==> config.mk <==
export PLATFORM = sky130hd
export DESIGN_NAME = dmem_wb_master
export DESIGN_NICKNAME = d
export VERILOG_FILES = /design/src/rtl/dmem_wb_master.sv
export SDC_FILE = /design/constraint.sdc
export NUM_CORES = 1
export LEC_CHECK = 0
export CAP_MARGIN = 20
export CORE_ASPECT_RATIO = 1.2
export CORE_MARGIN = 2
export CORE_UTILIZATION = 30
export CTS_BUF_LIST = sky130_fd_sc_hd__clkbuf_2 sky130_fd_sc_hd__clkbuf_4 sky130_fd_sc_hd__clkbuf_8
export CTS_CLUSTER_DIAMETER = 200
export DETAILED_ROUTE_END_ITERATION = 8
export PLACE_DENSITY = 0.67
export SLEW_MARGIN = 20
export SYNTH_ARGS = -nofsm -noshare
export SYNTH_HDL_FRONTEND = slang
export SYNTH_SLANG_ARGS = --single-unit
export TNS_END_PERCENT = 20
==> constraint.sdc <==
create_clock -name clk_i -period 5.2 [get_ports clk_i]
set_clock_uncertainty 0.15 [all_clocks]
set_input_delay 1.04 -clock clk_i [delete_from_list [all_inputs] [get_ports clk_i]]
set_output_delay 1.04 -clock clk_i [all_outputs]
set_load 0.01 [all_outputs]
==> src/rtl/dmem_wb_master.sv <==
// Data-memory bus master: turns a one-cycle memory-stage request into a single
// Wishbone B4 pipelined transaction, with a bus-hang timeout and a registered completion.
module dmem_wb_master #(
  parameter int unsigned TIMEOUT_CYCLES = 255
) (
  input  logic        clk_i,
  input  logic        rst_i,
  input  logic        req_valid_i,
  input  logic        req_wen_i,
  input  logic [31:0] req_addr_i,
  input  logic [31:0] req_wdata_i,
  input  logic [3:0]  req_strb_i,
  output logic        req_done_o,
  output logic [31:0] req_rdata_o,
  output logic        req_err_o,
  output logic        busy_o,
  output logic        wb_cyc_o,
  output logic        wb_stb_o,
  output logic        wb_we_o,
  output logic [31:0] wb_adr_o,
  output logic [31:0] wb_dat_o,
  output logic [3:0]  wb_sel_o,
  input  logic [31:0] wb_dat_i,
  input  logic        wb_ack_i,
  input  logic        wb_err_i,
  input  logic        wb_stall_i
);

  localparam int unsigned CNT_W = (TIMEOUT_CYCLES > 0) ? $clog2(TIMEOUT_CYCLES + 1) : 1;
  localparam logic [CNT_W-1:0] CNT_MAX = CNT_W'(TIMEOUT_CYCLES);
  localparam bit TMO_EN = (TIMEOUT_CYCLES != 0);

  typedef enum logic [1:0] {
    ST_IDLE,
    ST_REQ,
    ST_WAIT
  } state_t;

  state_t            state_q, state_d;
  logic [CNT_W-1:0]  cnt_q, cnt_d;
  logic              cyc_q, cyc_d;
  logic              stb_q, stb_d;
  logic              we_q, we_d;
  logic [31:0]       adr_q, adr_d;
  logic [31:0]       dat_q, dat_d;
  logic [3:0]        sel_q, sel_d;
  logic              done_q, done_d;
  logic              err_q, err_d;
  logic [31:0]       rdata_q, rdata_d;

  logic              bus_resp;
  logic              tmo_hit;

  assign bus_resp = cyc_q & (wb_ack_i | wb_err_i);
  assign tmo_hit  = TMO_EN && (cnt_q == CNT_MAX);

  always_comb begin
    // NOTE: every next-state value gets a default first, so no path through
    // this block leaves a signal unassigned and no latch is inferred.
    state_d = state_q;
    cnt_d   = cnt_q;
    cyc_d   = cyc_q;
    stb_d   = stb_q;
    we_d    = we_q;
    adr_d   = adr_q;
    dat_d   = dat_q;
    sel_d   = sel_q;
    done_d  = 1'b0;
    err_d   = 1'b0;
    rdata_d = rdata_q;

    unique case (state_q)
      ST_IDLE: begin
        if (req_valid_i) begin
          adr_d   = req_addr_i;
          we_d    = req_wen_i;
          dat_d   = req_wdata_i;
          sel_d   = req_wen_i ? req_strb_i : 4'hF;
          cnt_d   = '0;
          cyc_d   = 1'b1;
          stb_d   = 1'b1;
          state_d = ST_REQ;
        end
      end

      ST_REQ, ST_WAIT: begin
        if (bus_resp) begin
          // ack+err together is reported as an error and discards the data
          done_d  = 1'b1;
          err_d   = wb_err_i;
          rdata_d = (!we_q && !wb_err_i) ? wb_dat_i : 32'h0;
          cyc_d   = 1'b0;
          stb_d   = 1'b0;
          state_d = ST_IDLE;
        end else if (tmo_hit) begin
          done_d  = 1'b1;
          err_d   = 1'b1;
          rdata_d = 32'h0;
          cyc_d   = 1'b0;
          stb_d   = 1'b0;
          state_d = ST_IDLE;
        end else begin
          // The counter stops at CNT_MAX by leaving the state, so it never wraps
          if (TMO_EN) cnt_d = cnt_q + CNT_W'(1);
          if (state_q == ST_REQ && !wb_stall_i) begin
            stb_d   = 1'b0;
            state_d = ST_WAIT;
          end
        end
      end

      default: begin
        cyc_d   = 1'b0;
        stb_d   = 1'b0;
        state_d = ST_IDLE;
      end
    endcase
  end

  // NOTE: sequential state uses non-blocking assignments only, so every
  // register samples the pre-edge values regardless of statement order.
  always_ff @(posedge clk_i or posedge rst_i) begin
    if (rst_i) begin
      state_q <= ST_IDLE;
      cnt_q   <= '0;
      cyc_q   <= 1'b0;
      stb_q   <= 1'b0;
      we_q    <= 1'b0;
      adr_q   <= 32'h0;
      dat_q   <= 32'h0;
      sel_q   <= 4'h0;
      done_q  <= 1'b0;
      err_q   <= 1'b0;
      rdata_q <= 32'h0;
    end else begin
      state_q <= state_d;
      cnt_q   <= cnt_d;
      cyc_q   <= cyc_d;
      stb_q   <= stb_d;
      we_q    <= we_d;
      adr_q   <= adr_d;
      dat_q   <= dat_d;
      sel_q   <= sel_d;
      done_q  <= done_d;
      err_q   <= err_d;
      rdata_q <= rdata_d;
    end
  end

  // cyc is high exactly in REQ and WAIT, so it doubles as the busy flag
  assign busy_o      = cyc_q;
  assign wb_cyc_o    = cyc_q;
  assign wb_stb_o    = stb_q;
  assign wb_we_o     = we_q;
  assign wb_adr_o    = adr_q;
  assign wb_dat_o    = dat_q;
  assign wb_sel_o    = sel_q;
  assign req_done_o  = done_q;
  assign req_err_o   = err_q;
  assign req_rdata_o = rdata_q;

endmodule

* Word level (Yosys, flattened, before mapping)
Index checks and enable logic that the tools add are counted.
Cells by class: bitwise gates (word level) 2, reductions and logical operators 14, mux-type cells 26, eq/ne operators 8, $add $sub $neg 1
Operators by type and width (count):
- 32-bit 2-to-1 mux | 3
- 8-bit 2-to-1 mux | 3
- 8-bit case mux with 2 select lines | 1
- 1-bit 2-to-1 mux | 11
- 8-bit by 1-bit adder with 8-bit output (second input constant) | 1
- 8-bit equality test (second input constant) | 1
- 2-bit 2-to-1 mux | 4
- 2-bit AND reduction | 4
- 2-bit inequality test (second input constant) | 3
- 4-bit 2-to-1 mux | 1
- 4-bit inequality test (second input constant) | 1
- 1-bit case mux with 2 select lines | 2
- 2-bit case mux with 2 select lines | 1
- 4-bit AND reduction | 1
- 2-bit nonzero test | 2
- 1-bit logical NOT | 3
- 3-bit inequality test (second input constant) | 1
- 2-bit by 1-bit equality test with 1-bit output (second input constant) | 1
- 2-bit equality test (second input constant) | 1
- 1-bit logical AND | 2
- 2-bit logical NOT | 1
- 2-bit OR reduction | 1
- 1-bit bitwise AND | 1
- 1-bit OR | 1
Storage, ports and cells: bits in registers 115, word-level logic and storage cells 62

* Logic depth before layout (Yosys ltp)
Gate-level depths: netlist of the first run.
depth in word-level cells 6, depth in mapped cells 7, depth with buffers taken out 6

* Worst setup path before layout of the first run
OpenSTA, ideal clock, no wires.
path kind in2reg, start point input port wb_ack_i, end point register cnt_q[3], arrival 1.879 ns, slack 3.045 ns, path buffers 1, stages 5, path through o21ai_2 o21a_1 buf_6 a41oi_1 a221o_1
On the way: word-level cells in the longest chain between the ends 4
Ends and longest elaborated chain:
- from (decl) | line 24 | input logic wb_ack_i,
- 1-bit OR | line 54 | assign bus_resp = cyc_q & (wb_ack_i | wb_err_i);
- 1-bit bitwise AND | line 54
- 2-bit inequality test (no source line)
- 4-bit AND reduction (no source line)
- to (signal assigned) | line 137 | cnt_q <= cnt_d;
- to (decl) | line 40 | logic [CNT_W-1:0] cnt_q, cnt_d;
No other way between the ends. A chain may end at the register's enable or synchronous reset.

* Worst setup path in the final report of the first run
start point register we_q, in the netlist wb_we_o, end point output port wb_we_o
RTL lines:
- from (decl) | line 43 | logic we_q, we_d;
- from (signal assigned) | line 140 | we_q <= we_d;
- to (decl) | line 19 | output logic wb_we_o,
No word-level cell between the ends.

==> impl_metrics.ini, run 1 <==
[cts]
htree_num_levels = 4
numCtsBuffers = 17
worstSkewPairLatency_ns = 0.43
root_buffer = clkbuf_8
clkSinkCount = 114
clk_pin_slew_ns = 0.07
clk_path_buf_depth = 2
cts_hold_buf = 0
cts_resized = 0
cts_tree = built
cts_setup_buffers = 0

[timing]
setup_viol = 0
rsz0062_at_grt = no
setup_ws_ns = 2.50
slew_headroom_pct = 35.0
tns_ns = 0
post-route-period-util_pct = 51.8
hold_viol = 0
fmax_mhz = 371
fin_crit_ns = 2.70
slew_violations = 0
tightest_slew_ns = 0.975

[yosys]
synth_ff_type = dfrtp_1
synth_top_cell_by_area = dfrtp_1
syn_area_sq_um = 4540
post-synth-top-count-cell = dfrtp_1
yosys.area_share.adder_pct = 1.10
synth-xor-area-share_pct = 0
async_flop_share_pct = 100
synth_top_area_share_pct = 62.9
synth_top_family_by_area = multiplexers
muxShareOfSynthArea_pct = 16.6
netlist_instances = 316
synth_compound_area_share_pct = 9.96
synth-simple-area-share_pct = 5.93
netlist_top_cells_count = dfrtp_1, mux2_1, a22o_1, nand2_1, buf_2
synth.net_count = 427
synth.yosys.warnings = 0
synthTopCellsByArea = dfrtp_1, mux2_1, a22o_1
synth.yosys.seq_area_share_pct = 62.9
synthDistinctLibCells = 43
synth-seq-cells = 114
synth_area_per_cell_sq_um = 14.4
synth_edf_count = 0

[min_path]
min-delay-start = wb_adr_o[25]
worstHoldEndpoint = wb_adr_o[25]
hold_path.class = flip-flop to flip-flop
holdPathStages = 1

[setup_path]
start_kind = flip-flop
crit_path_max_fanout = 3
cp.arrival_ns = 1.51
end_kind = output port
slowest_stage = clkdlybuf4s50_1
setup.worst_path.class = flip-flop to output port
crit_buf_inv = 1
r2r-end = cnt_q[6]
r2r-start = state_q[0]
cp_top_family = buffers and inverters
timing.reg2reg.setup_slack_ns = 2.69
worstRegToRegCells = 6
worst_path_largest_cell_delay_ns = 0.61
worstPathRequired_ns = 4.01
crit_chain = clkdlybuf4s50_1

[routing]
vias = 3432
wl_met3_um = 698
wl_met2_mm = 6.35
route.detailed.drc = 0
dr.pass1.iters = 4
top_layer_used = met4
met1Wirelength_mm = 4.62
drt_first_iter_violations = 127
wl_per_cell_um = 16.1
drt-vias-per-instance = 4.59
wl_mm = 12.0
ant_nets = 0

[place]
post-place-ws_ns = 2.06
io_buffer_count = 212
place_congestion = 0.755
dp_hpwl_mm = 8.63

[power]
peakVddDrop_uv = 250
power_density_nw_per_um2 = 613
p_leak_nw = 3.11

[global_route]
grt_max_degree = 83
grtUsageTotal_pct = 15.2
overflow = 0
grt_pass1_vias = 3637
grt_first_pass_wirelength_mm = 18.7
grt_antenna_before_repair = 0

[floorplanning]
die_width_um = 116
coreArea_sq_um = 14900
die_h_um = 139
io_pins = 213
die-area_sq_um = 16100
start_util_pct = 30.4
rows = 49

[layout]
drive_gt1_share_pct = 8.10
fin_util_pct = 49.3
area_growth_pct = 61.8
num_antenna_cells = 0
nets = 641

[run]
cap_violations = 0

[outcome]
outcome = finished, final reports clean
## final cells by class
type	instances	area, sq um
sequential	114	2850
fill	1333	7560
clock buffer	17	234
timing repair buffer	214	2140
inverter	8	35.0
tap	204	255
multi-input combinational	175	1540
clock inverter	15	280
## flip-flops by register name, indices dropped and copies added, names as in the netlist
register / flops
req_rdata_o: 32
req_err_o: 1
wb_we_o: 1
cnt_q: 8
wb_dat_o: 32
busy_o: 1
req_done_o: 1
state_q: 2
wb_adr_o: 32
wb_sel_o: 4
## per-stage QoR
stage | power [mW] | hold WS [ns] | cells | cell area [sq um]
2_1_floorplan | 2.40 | 0.331 | 316 | 4540
3_3_place_gp | 3.42 | 0.322 | 714 | 6810
3_5_place_dp | 3.47 | 0.327 | 714 | 6810
4_1_cts | 4.56 | 0.346 | 746 | 7320
5_1_grt | 4.78 | 0.353 | 747 | 7340
6_report | 4.50 | 0.340 | 747 | 7340
## routing by layer
metal | track usage [%] | up-vias
li1 | - | 1582
met2 | 26.2 | 124
met5 | 0 | -
met3 | 4.20 | 24
met4 | 7.64 | 0
met1 | 16.8 | 1702
## cell usage in the layout, fill, tap and decap left out, types with 3 or more instances in the layout
master,netlist,final
clkdlybuf4s50_1,0,212
mux2_1,65,65
nand3_1,5,5
a31oi_1,5,5
and2_1,3,3
dfrtp_1,114,114
nand4_1,4,4
nand2_1,13,12
nor2_1,4,4
a22o_1,32,32
clkinv_4,0,4
nor2b_1,5,5
a21oi_1,3,3
ha_1,4,4
bufinv_16,0,7
o21ai_1,6,6
clkbuf_8,0,17
inv_1,7,6
## kinds of logic after synthesis
kind of cell	after synthesis
flops	114
mux	67
compound gates	58
simple gates	46
buf+inv	27
fa+ha+maj	4
## where the power goes
part | total, mW | internal (mW) | switching, mW
clock | 1.07 | 0.674 | 0.394
combinational | 1.88 | 1.10 | 0.777
sequential | 1.55 | 1.31 | 0.242
total | 4.50 | 3.09 | 1.41
## worst max-delay path by stage
| stage | start | to | cells past startpoint |
|---|---|---|---|
| 6_report | wb_we_o | wb_we_o | 1 |
| 5_1_grt | wb_we_o | wb_we_o | 1 |
| 4_1_cts | wb_we_o | wb_we_o | 1 |
| 3_5_place_dp | wb_err_i | req_rdata_o[22] | 4 |
| 3_3_place_gp | wb_ack_i | cnt_q[5] | 5 |
| 2_1_floorplan | rst_i | busy_o | 1 |
No activity file was read; power rests on OpenSTA's default activity.
==> run 2: changes to the inputs <==
Clock period 5.2 ns to 2.8 ns, I/O delays scaled along.
==> impl_metrics.ini, run 2 (same netlist as run 1, synthesis figures left out) <==
[layout]
area_growth_pct = 62.0
multi_input_area_sq_um = 1540
fill_cells = 1337
drive_gt1_share_pct = 8.59
nets = 645
final_cell_mix = clkdlybuf4s50_1, dfrtp_1, mux2_1
num_antenna_cells = 0
register_area_sq_um = 2850
final_common_cell = clkdlybuf4s50_1

[power]
power_density_nw_per_um2 = 1110
combPwrFrac_pct = 43.5
swShare_pct = 31.5
p_int_mw = 5.59
p_sw_mw = 2.58
seqPwrFrac_pct = 35.2
p_leak_nw = 3.12
peakVddDrop_uv = 635
clockPowerShare_pct = 21.3

[routing]
drt_first_iter_violations = 123
wl_met2_mm = 6.34
wl_per_cell_um = 16.0
drt-vias-per-instance = 4.62
ant_nets = 0
dr.pass1.iters = 4
vias = 3466
wl_mm = 12.0
route.detailed.drc = 0
top_layer_used = met4
met1Wirelength_mm = 4.71
wl_met3_um = 718

[timing]
tns_ns = 0
hold_ws_ns = 0.338
slew_violations = 0
slew_headroom_pct = 70.6
rsz0062_at_grt = no
fin_crit_ns = 2.25
setup_viol = 0
hold_viol = 0
post-route-period-util_pct = 80.2
tightest_slew_ns = 0.441
setup_ws_ns = 0.554
fmax_mhz = 445

[cts]
cts_hold_buf = 0
htree_num_levels = 4
cts_resized = 0
clk_pin_slew_ns = 0.07
clk_path_buf_depth = 2
clkSinkCount = 114
worstSkewPairLatency_ns = 0.42
cts_tree = built
cts_setup_buffers = 0
numCtsBuffers = 17
root_buffer = clkbuf_8

[place]
post-place-ws_ns = 0.462
dp_hpwl_mm = 8.86
place_congestion = 0.814
io_buffer_count = 212

[floorplanning]
coreArea_sq_um = 14900
die_h_um = 139
rows = 49
die-area_sq_um = 16100
io_pins = 213
die_width_um = 116
start_util_pct = 30.4

[global_route]
grt_pass1_vias = 3695
grt_antenna_before_repair = 0
grtUsageTotal_pct = 15.1
overflow = 0
grt_max_degree = 83
grt_first_pass_wirelength_mm = 18.9

[setup_path]
setup.worst_path.class = flip-flop to flip-flop
crit_path_max_fanout = 35
cp.arrival_ns = 2.43
worstPathRequired_ns = 2.99
start_kind = flip-flop
end_kind = flip-flop

[min_path]
hold_path.class = flip-flop to flip-flop

[outcome]
outcome = finished, final reports clean

[run]
cap_violations = 0
==> run 2: cell count changes in the layout (fill, tap and decap cells not counted) <==
cell        change
buf_4           +1
clkinv_4        -2
inv_6           -1
bufinv_16       -2
clkinvlp_4      +1
o22a_2          -1
clkbuf_4        +1
clkinv_2        +4
buf_12          +4
o22a_1          +1
buf_8           -1
inv_8           -1
==> run 2: worst paths after layout <==
kind | slack [ns] | end | cells past startpoint | start
min in group asynchronous | 0.47 | wb_dat_o[16] | 3 | rst_i
max in group asynchronous | 1.68 | req_rdata_o[2] | 3 | rst_i
setup / recovery | 0.55 | cnt_q[6] | 7 | state_q[0]
hold reg to reg | 0.34 | wb_dat_o[20] | 1 | wb_dat_o[20]
setup reg to reg | 0.55 | cnt_q[6] | 7 | state_q[0]
hold / removal | 0.34 | wb_dat_o[20] | 1 | wb_dat_o[20]
==> run 2: critical path, stage by stage (launching register included) <==
cell and delay [ns]:
dfrtp_1 0.40, inv_1 0.08, ha_1 0.51, inv_1 0.21, o22a_1 0.28, buf_12 0.18, nor2b_4 0.15, a31oi_1 0.18
==> run 2: power groups by stage <==
stage | clock network, mW | logic, mW | registers, mW
floorplan | 0 | 1.24 | 3.22
global placement | 0 | 3.53 | 2.88
detailed placement | 0 | 3.60 | 2.92
CTS | 1.80 | 3.61 | 2.89
global route | 1.88 | 3.83 | 2.98
finish | 1.74 | 3.55 | 2.88
==> run 2: per-stage QoR <==
stage | util [%] | cell area (sq um) | power (mW) | instances
after floorplan | - | 4540 | 4.46 | 316
after global placement | 46.3 | 6900 | 6.41 | 719
after detailed placement | 46.3 | 6900 | 6.52 | 719
after CTS | 49.3 | 7350 | 8.30 | 751
after global routing | 49.3 | 7350 | 8.69 | 751
final | 49.3 | 7350 | 8.17 | 751
==> run 2: final cells by class <==
| type | instances | area share (%) |
|---|---|---|
| Clock inverter | 14 | 2.88 |
| Tap cell | 204 | 3.47 |
| Multi-Input combinational cell | 175 | 20.9 |
| Inverter | 8 | 0.460 |
| Sequential cell | 114 | 38.8 |
| Timing Repair Buffer | 218 | 30.2 |
| Clock buffer | 18 | 3.29 |
==> run 2: per-layer routing <==
metal / up-vias / global-route usage (%)
met1: 1719 / 16.6
met2: 139 / 26.6
met3: 21 / 4.85
li1: 1587 / -
met4: 0 / 6.02
met5: - / 0
